## src/rtl/md_pkg.sv

```systemverilog
// Shared definitions for the multiply/divide unit: operation codes used by the
// pipeline decoder, the issue controller and the HI/LO datapath, default
// latencies, counter width and the controller state encoding.
package md_pkg;

  localparam logic [2:0] MD_NONE  = 3'd0;
  localparam logic [2:0] MD_MULT  = 3'd1;
  localparam logic [2:0] MD_MULTU = 3'd2;
  localparam logic [2:0] MD_DIV   = 3'd3;
  localparam logic [2:0] MD_DIVU  = 3'd4;
  localparam logic [2:0] MD_MTHI  = 3'd5;
  localparam logic [2:0] MD_MTLO  = 3'd6;
  localparam logic [2:0] MD_MF    = 3'd7;

  localparam int unsigned MD_MULT_LAT_DEF = 5;
  localparam int unsigned MD_DIV_LAT_DEF  = 10;
  localparam int unsigned MD_CNT_W        = 5;

  typedef enum logic {
    ST_IDLE = 1'b0,
    ST_RUN  = 1'b1
  } md_state_e;

  // Operations that occupy the unit for a latency period.
  function automatic logic md_is_muldiv(input logic [2:0] op);
    return (op == MD_MULT) || (op == MD_MULTU) || (op == MD_DIV) || (op == MD_DIVU);
  endfunction

  function automatic logic md_is_mul(input logic [2:0] op);
    return (op == MD_MULT) || (op == MD_MULTU);
  endfunction

endpackage

```

## src/rtl/md_issue_ctrl_cnt.sv

```systemverilog
// md_lat_cnt: loadable 5-bit latency down-counter.
// Ports:
//   clk, reset  - rising-edge clock, asynchronous active-high reset
//   load        - load load_val on the next edge (takes priority)
//   load_val    - latency to load
//   value       - current count; counts down to 0 and holds there
//   last        - value == 1 (final busy cycle)
module md_lat_cnt
  import md_pkg::*;
(
  input  logic                clk,
  input  logic                reset,
  input  logic                load,
  input  logic [MD_CNT_W-1:0] load_val,
  output logic [MD_CNT_W-1:0] value,
  output logic                last
);

  always_ff @(posedge clk or posedge reset) begin
    if (reset) begin
      value <= '0;
    end else if (load) begin
      value <= load_val;
    end else if (value != '0) begin
      value <= value - 1'b1;
    end
  end

  assign last = (value == MD_CNT_W'(1));

endmodule

```

## src/rtl/md_issue_ctrl.sv

```systemverilog
// md_issue_ctrl: issue and sequencing controller for the multiply/divide unit.
// Decides when an E-stage mult/div/mthi/mtlo may act, owns the latency
// countdown and busy, stalls D for any unit user and pulses the HI/LO commit.
// Ports:
//   clk, reset  - rising-edge clock, asynchronous active-high reset
//   req         - exception/interrupt taken; blocks all E-stage effects
//   e_md_op     - E-stage operation (md_pkg codes)
//   d_md_use    - D-stage instruction uses the unit
//   md_start    - operand-latch pulse to the datapath (comb)
//   md_op_q     - latched operation of the in-flight job
//   md_commit   - one-cycle HI/LO commit pulse (comb)
//   hi_we/lo_we - direct mthi/mtlo write enables (comb)
//   busy        - job in flight (registered)
//   stall_d     - freeze D stage (comb)
//   err         - sticky protocol violation (op issued while running)
module md_issue_ctrl
  import md_pkg::*;
#(
  parameter int unsigned MULT_LAT = MD_MULT_LAT_DEF,
  parameter int unsigned DIV_LAT  = MD_DIV_LAT_DEF
) (
  input  logic       clk,
  input  logic       reset,
  input  logic       req,
  input  logic [2:0] e_md_op,
  input  logic       d_md_use,
  output logic       md_start,
  output logic [2:0] md_op_q,
  output logic       md_commit,
  output logic       hi_we,
  output logic       lo_we,
  output logic       busy,
  output logic       stall_d,
  output logic       err
);

  localparam logic [MD_CNT_W-1:0] MULT_LAT_C = MD_CNT_W'(MULT_LAT);
  localparam logic [MD_CNT_W-1:0] DIV_LAT_C  = MD_CNT_W'(DIV_LAT);

  md_state_e             state;
  logic                  e_ok;
  logic                  issue;
  logic                  violation;
  logic [MD_CNT_W-1:0]   lat_sel;
  logic [MD_CNT_W-1:0]   cnt;
  logic                  cnt_last;

  // Combinational outputs are forced low while reset is asserted.
  always_comb begin
    e_ok      = (state == ST_IDLE) && !req && !reset;
    issue     = e_ok && md_is_muldiv(e_md_op);
    lat_sel   = md_is_mul(e_md_op) ? MULT_LAT_C : DIV_LAT_C;
    md_start  = issue;
    hi_we     = e_ok && (e_md_op == MD_MTHI);
    lo_we     = e_ok && (e_md_op == MD_MTLO);
    md_commit = !reset && (state == ST_RUN) && cnt_last;
    stall_d   = !reset && d_md_use && (busy || issue);
    // An op being flushed by req is not treated as a violation.
    violation = (state == ST_RUN) && !req &&
                (e_md_op != MD_NONE) && (e_md_op != MD_MF);
  end

  md_lat_cnt u_cnt (
    .clk      (clk),
    .reset    (reset),
    .load     (issue),
    .load_val (lat_sel),
    .value    (cnt),
    .last     (cnt_last)
  );

  always_ff @(posedge clk or posedge reset) begin
    if (reset) begin
      state   <= ST_IDLE;
      busy    <= 1'b0;
      err     <= 1'b0;
      md_op_q <= '0;
    end else begin
      case (state)
        ST_IDLE: begin
          if (issue) begin
            md_op_q <= e_md_op;
            state   <= ST_RUN;
            busy    <= 1'b1;
          end
        end
        ST_RUN: begin
          if (cnt_last) begin
            state <= ST_IDLE;
            busy  <= 1'b0;
          end
          if (violation) begin
            err <= 1'b1;
          end
        end
        default: begin
          state <= ST_IDLE;
          busy  <= 1'b0;
        end
      endcase
    end
  end

endmodule

```

## config.mk

```make
export PLATFORM = sky130hd
export DESIGN_NAME = md_issue_ctrl
export DESIGN_NICKNAME = d
export VERILOG_FILES = /design/src/rtl/md_pkg.sv /design/src/rtl/md_issue_ctrl_cnt.sv /design/src/rtl/md_issue_ctrl.sv
export SDC_FILE = /design/constraint.sdc
export NUM_CORES = 1
export LEC_CHECK = 0
export BUFFER_PORTS_ARGS = -buffer_cell sky130_fd_sc_hd__buf_2
export CORE_UTILIZATION = 41
export DETAILED_ROUTE_END_ITERATION = 8
export SYNTH_ARGS = -nofsm -noshare
export SYNTH_HDL_FRONTEND = slang
export SYNTH_SLANG_ARGS = --single-unit
export TNS_END_PERCENT = 10
```

## constraint.sdc

```tcl
create_clock -name clk -period 3.1 [get_ports clk]
set_input_delay 0.31 -clock clk [delete_from_list [all_inputs] [get_ports clk]]
set_output_delay 0.31 -clock clk [all_outputs]
set_load 0.05 [all_outputs]
```

======== After elaboration in Yosys (flattened, before gate mapping) ========
Cells that the tools add are included.
word-level totals
  register bits ........................... 11
  latch bits .............................. 0
  bits in writable memories ............... 0
  ROM bits ................................ 0
  input port bits ......................... 7
  memories kept ........................... 0
cells by class
  $add $sub $neg .......................... 1
  multipliers ............................. 0
  div/mod/pow operators ................... 0
  order comparisons ....................... 0
  eq/ne operators ......................... 10
  shift operators ......................... 0
  mux-type cells .......................... 9
  bitwise operators ....................... 1
  reductions and logical operators ........ 24
operator list
  cell                   count
  $logic_and A1 B1 Y1    12
  $mux W5                2
  $eq A3 B3 Y1 const B   3
  $eq A3 B2 Y1 const B   2
  $reduce_and A2 Y1      3
  $eq A5 B1 Y1 const B   1
  $reduce_bool A5 Y1     1
  $sub A5 B1 Y5 const B  1
  $logic_or A1 B1 Y1     4
  $mux W1                4
  $mux W4                1
  $pmux W1 S2            2
  $eq A3 B1 Y1 const B   1
  $ne A3 B3 Y1 const B   1
  $reduce_bool A3 Y1     1
  $logic_not A1 Y1       2
  $ne A2 B1 Y1 const B   1
  $ne A2 B2 Y1 const B   1
  $reduce_bool A2 Y1     1
  $not A1 Y1             1

======== Depth between registers and ports, before layout ========
  word-level depth ........................ 7
  depth in mapped cells ................... 5

======== By module ========
A second synthesis with hierarchy kept.
second synthesis, totals
  cell total of the unflattened synthesis .. 73
  area total of the unflattened synthesis .. 700.7 µm²
by module, submodules not included
  module         instances  cells an instance  area an instance (µm²)  seq. area each (µm²)
  md_issue_ctrl  1          44                 399.1                   150.1
  md_lat_cnt     1          29                 301.5                   125.1

======== Least setup slack after synthesis ========
Ideal clock, no wire load.
  path type ............................... register to output
  from .................................... register state
  to ...................................... output port hi_we
  data arrival time ....................... 1.893 ns
  data required time ...................... 2.790 ns
  path slack .............................. 0.897 ns
  cell stages (with the launch flop) ...... 3
  path buffers ............................ 0
  path through ............................ dfrtp_1 -> or3_1 -> nor3_1
on the way
  word-level cells in the longest chain between the ends .. 4
RTL lines
  what                               RTL line             RTL
  start, declared                    md_issue_ctrl.sv:40  md_state_e state;
  start signal, assigned             md_issue_ctrl.sv:74  state <= ST_IDLE;
  start signal, assigned             md_issue_ctrl.sv:83  state <= ST_RUN;
  start signal, assigned             md_issue_ctrl.sv:89  state <= ST_IDLE;
  $not A1 Y1 (no source line)        -
  $logic_and A1 B1 Y1 (2 in series)  md_issue_ctrl.sv:50  e_ok = (state == ST_IDLE) && !req && !reset;
  $logic_and A1 B1 Y1                md_issue_ctrl.sv:54  hi_we = e_ok && (e_md_op == MD_MTHI);
  end, declared                      md_issue_ctrl.sv:30  output logic hi_we,
No other way between the ends.

======== Final worst setup path ========
  from .................................... register state
  to ...................................... output port stall_d
on the way
  word-level cells in the longest chain between the ends .. 6
RTL lines
  what                               RTL line             RTL
  $not A1 Y1 (no source line)        -
  $logic_and A1 B1 Y1 (2 in series)  md_issue_ctrl.sv:50
  $logic_and A1 B1 Y1                md_issue_ctrl.sv:51  issue = e_ok && md_is_muldiv(e_md_op);
  $logic_or A1 B1 Y1                 md_issue_ctrl.sv:57  stall_d = !reset && d_md_use && (busy || issue);
  $logic_and A1 B1 Y1                md_issue_ctrl.sv:57
  end, declared                      md_issue_ctrl.sv:33  output logic stall_d,
No other way between the ends.

==> flow_summary.json <==
{
  "cts.path.max_buffers": 2,
  "track_usage": 0.150,
  "syn_nets": 67,
  "viasPerCell": 5.19,
  "wire_per_inst_um": 12.1,
  "synth_area_um2": 639,
  "gp_congestion": 0.722,
  "drive_above_1_share": 0.342,
  "hpwl_um": 878,
  "avgSynthCellArea_um2": 11.0,
  "antenna_found_initial": 0,
  "synth_compound_area_frac": 0.139,
  "cap_violations": 0,
  "mostFrequentLayoutCells": "16 x buf_2, 11 x dfrtp_1, 6 x inv_1",
  "ctsRootBufferMaster": "clkbuf_4",
  "cts_inserted_buffers": 3,
  "path_max_fanout": 7,
  "power.density_nw_per_um2": 974,
  "routed_wl_um": 1100,
  "synth.yosys.seq_area_share": 0.431,
  "detailed_place.area_um2": 722,
  "multi_input_area_um2": 319,
  "place_inst": 87,
  "clock_latency_ps": 250,
  "grt_pass1_wl_um": 2060,
  "yosys.area_share.simple": 0.190,
  "clk_pin_slew_worst_paths_ps": 70,
  "final_max_slew_viol_count": 0,
  "drc": 0,
  "row_count": 13,
  "grt_max_degree": 13,
  "synth-xor-area-share": 0.0548,
  "final_common_cell": "buf_2",
  "cts_setup_buffers": 0,
  "ys_async_sr_fraction": 1.00,
  "die_area_um2": 1720,
  "grt-ovfl-total": 0,
  "hold_buffers": 0,
  "seq_area_um2": 275,
  "startpoint_type": "flop",
  "crit_type": "flop to primary output",
  "fin_worst_skew_ps": 2.15,
  "fmax_mhz": 478,
  "syn_inst": 58,
  "hold_path_class": "primary input to async pin",
  "drt_iter0_drc": 12,
  "cp-end-kind": "primary output",
  "yosysUniqueCellTypes": 29,
  "irDropWorstVdd_mv": 0.375,
  "numClockSinks": 11,
  "slew_headroom": 0.704,
  "synth_top_family_by_area": "simple AND/OR/NAND/NOR gates",
  "status": "finished clean",
  "path_cells": "nor3_1, nand3_4, inv_4, o211a_1, buf_2",
  "worst-path-buf-inv": 2,
  "antennaDiodeCount": 0,
  "critPathTopFamily": "simple AND/OR/NAND/NOR gates",
  "dieHeight_um": 41.5,
  "finalSetupViolCount": 0,
  "rsz0062_at_grt": "false",
  "post_cts_resized": 0,
  "yosys_warnings": 0,
  "final_cells": 91,
  "max_stage_delay_ps": 420,
  "fin_crit_ps": 2090,
  "final_nets": 86,
  "core_um2": 1380,
  "final.setup.tns_ps": 0,
  "io_buffer_count": 16,
  "timing.final.crit_share": 0.676,
  "tightest_slew_ps": 443,
  "critical_path_required_ps": 2790,
  "nFillCells": 121,
  "synthFlopType": "dfrtp_1",
  "num_io_pins": 17,
  "die_w_um": 41.5,
  "p_total_uw": 729,
  "synthMuxAreaShare": 0.0763,
  "dr.pass1.iters": 4,
  "final_hold_viol_count": 0,
  "start_util": 0.462,
  "p_leak_uw": 0.000363,
  "synth_fa_ha_area_frac": 0.0391,
  "synth_seq_cells": 11,
  "synth_edf_count": 0,
  "via_count": 472,
  "stdcell_area_um2": 748,
  "h-tree-depth": 1,
  "syn_to_final_growth_pct": 17.0,
  "ant_nets": 0,
  "cts_tree": "done",
  "cp_slowest_cell": "dfrtp_1",
  "arrival_ps": 1780,
  "grt_pass1_vias": 429
}
==> worst paths after layout <==
path	startpoint	slack, ps	to	cells past startpoint
min	reset	80	u_cnt.value[4]	2
max	state	1010	stall_d	5
min reg2reg	err	470	err	1
max reg2reg	u_cnt.value[0]	1470	u_cnt.value[1]	5
max in group asynchronous	reset	2720	u_cnt.value[1]	2
min in group clk	req	390	err	3
==> worst reg2reg max path: stages, from the launching register on <==
cell and delay, ps:
dfrtp_1 410, inv_1 70, ha_1 210, nor4b_4 370, mux2_2 390, o21ai_1 110
==> cell type report <==
class | instances | area share
multi-input cells | 38 | 0.426
inverters | 7 | 0.0385
repair buffers | 16 | 0.107
flip-flops and latches | 11 | 0.368
well taps | 15 | 0.0251
clock buffers | 4 | 0.0351
==> layer usage <==
metal | vias up | global-route usage | part of all wire
met5 | - | 0 | 0
met2 | 9 | 0.225 | 0.46
met1 | 218 | 0.221 | 0.50
met3 | 2 | 0.0304 | 0.035
li1 | 243 | - | -
met4 | 0 | 0.0387 | 0.0045
==> where the power goes <==
group	switching [µW]	leakage (µW)	internal [µW]
Sequential	57.9	0.000130	206
Combinational	224	0.000218	149
Clock	42.4	0.0000150	49.6
Total	324	0.000363	404
==> cells in the mapped netlist, types with 2 or more instances <==
| library cell | count | area [µm²] |
|---|---|---|
| inv_1 | 6 | 22.5 |
| nor2_1 | 3 | 11.3 |
| nand2_1 | 3 | 11.3 |
| dfrtp_1 | 11 | 275 |
| mux2_1 | 2 | 22.5 |
| o21ai_1 | 2 | 10.0 |
| nor3_1 | 4 | 20.0 |
| ha_1 | 2 | 25.0 |
| xnor2_1 | 4 | 35.0 |
| a21o_1 | 2 | 15.0 |
==> metrics by stage <==
stage          worst slack [ps]  hold WS, ps  utilization
2_1_floorplan               897          171            -
3_3_place_gp               1280          351        0.522
3_5_place_dp               1270          362        0.522
4_1_cts                     987         82.5        0.541
5_1_grt                     866          113        0.541
6_report                   1010         78.2        0.541
==> registers in the layout (all words and copies together), names as in the netlist <==
| signal | count |
|---|---|
| err | 1 |
| u_cnt.value | 5 |
| md_op_q | 3 |
| busy | 1 |
| state | 1 |
==> cells by family (layout without fill, tap and decap cells) <==
logic type	Yosys count	count (layout)
AND/OR/NAND/NOR	17	17
AO/OA/AOI/OAI	11	11
multiplexers	4	4
flip-flops	11	11
adder cells (fa/ha/maj)	2	2
buffers and inverters	9	27
XOR/XNOR	4	4
(Power assumes the default switching activity.)
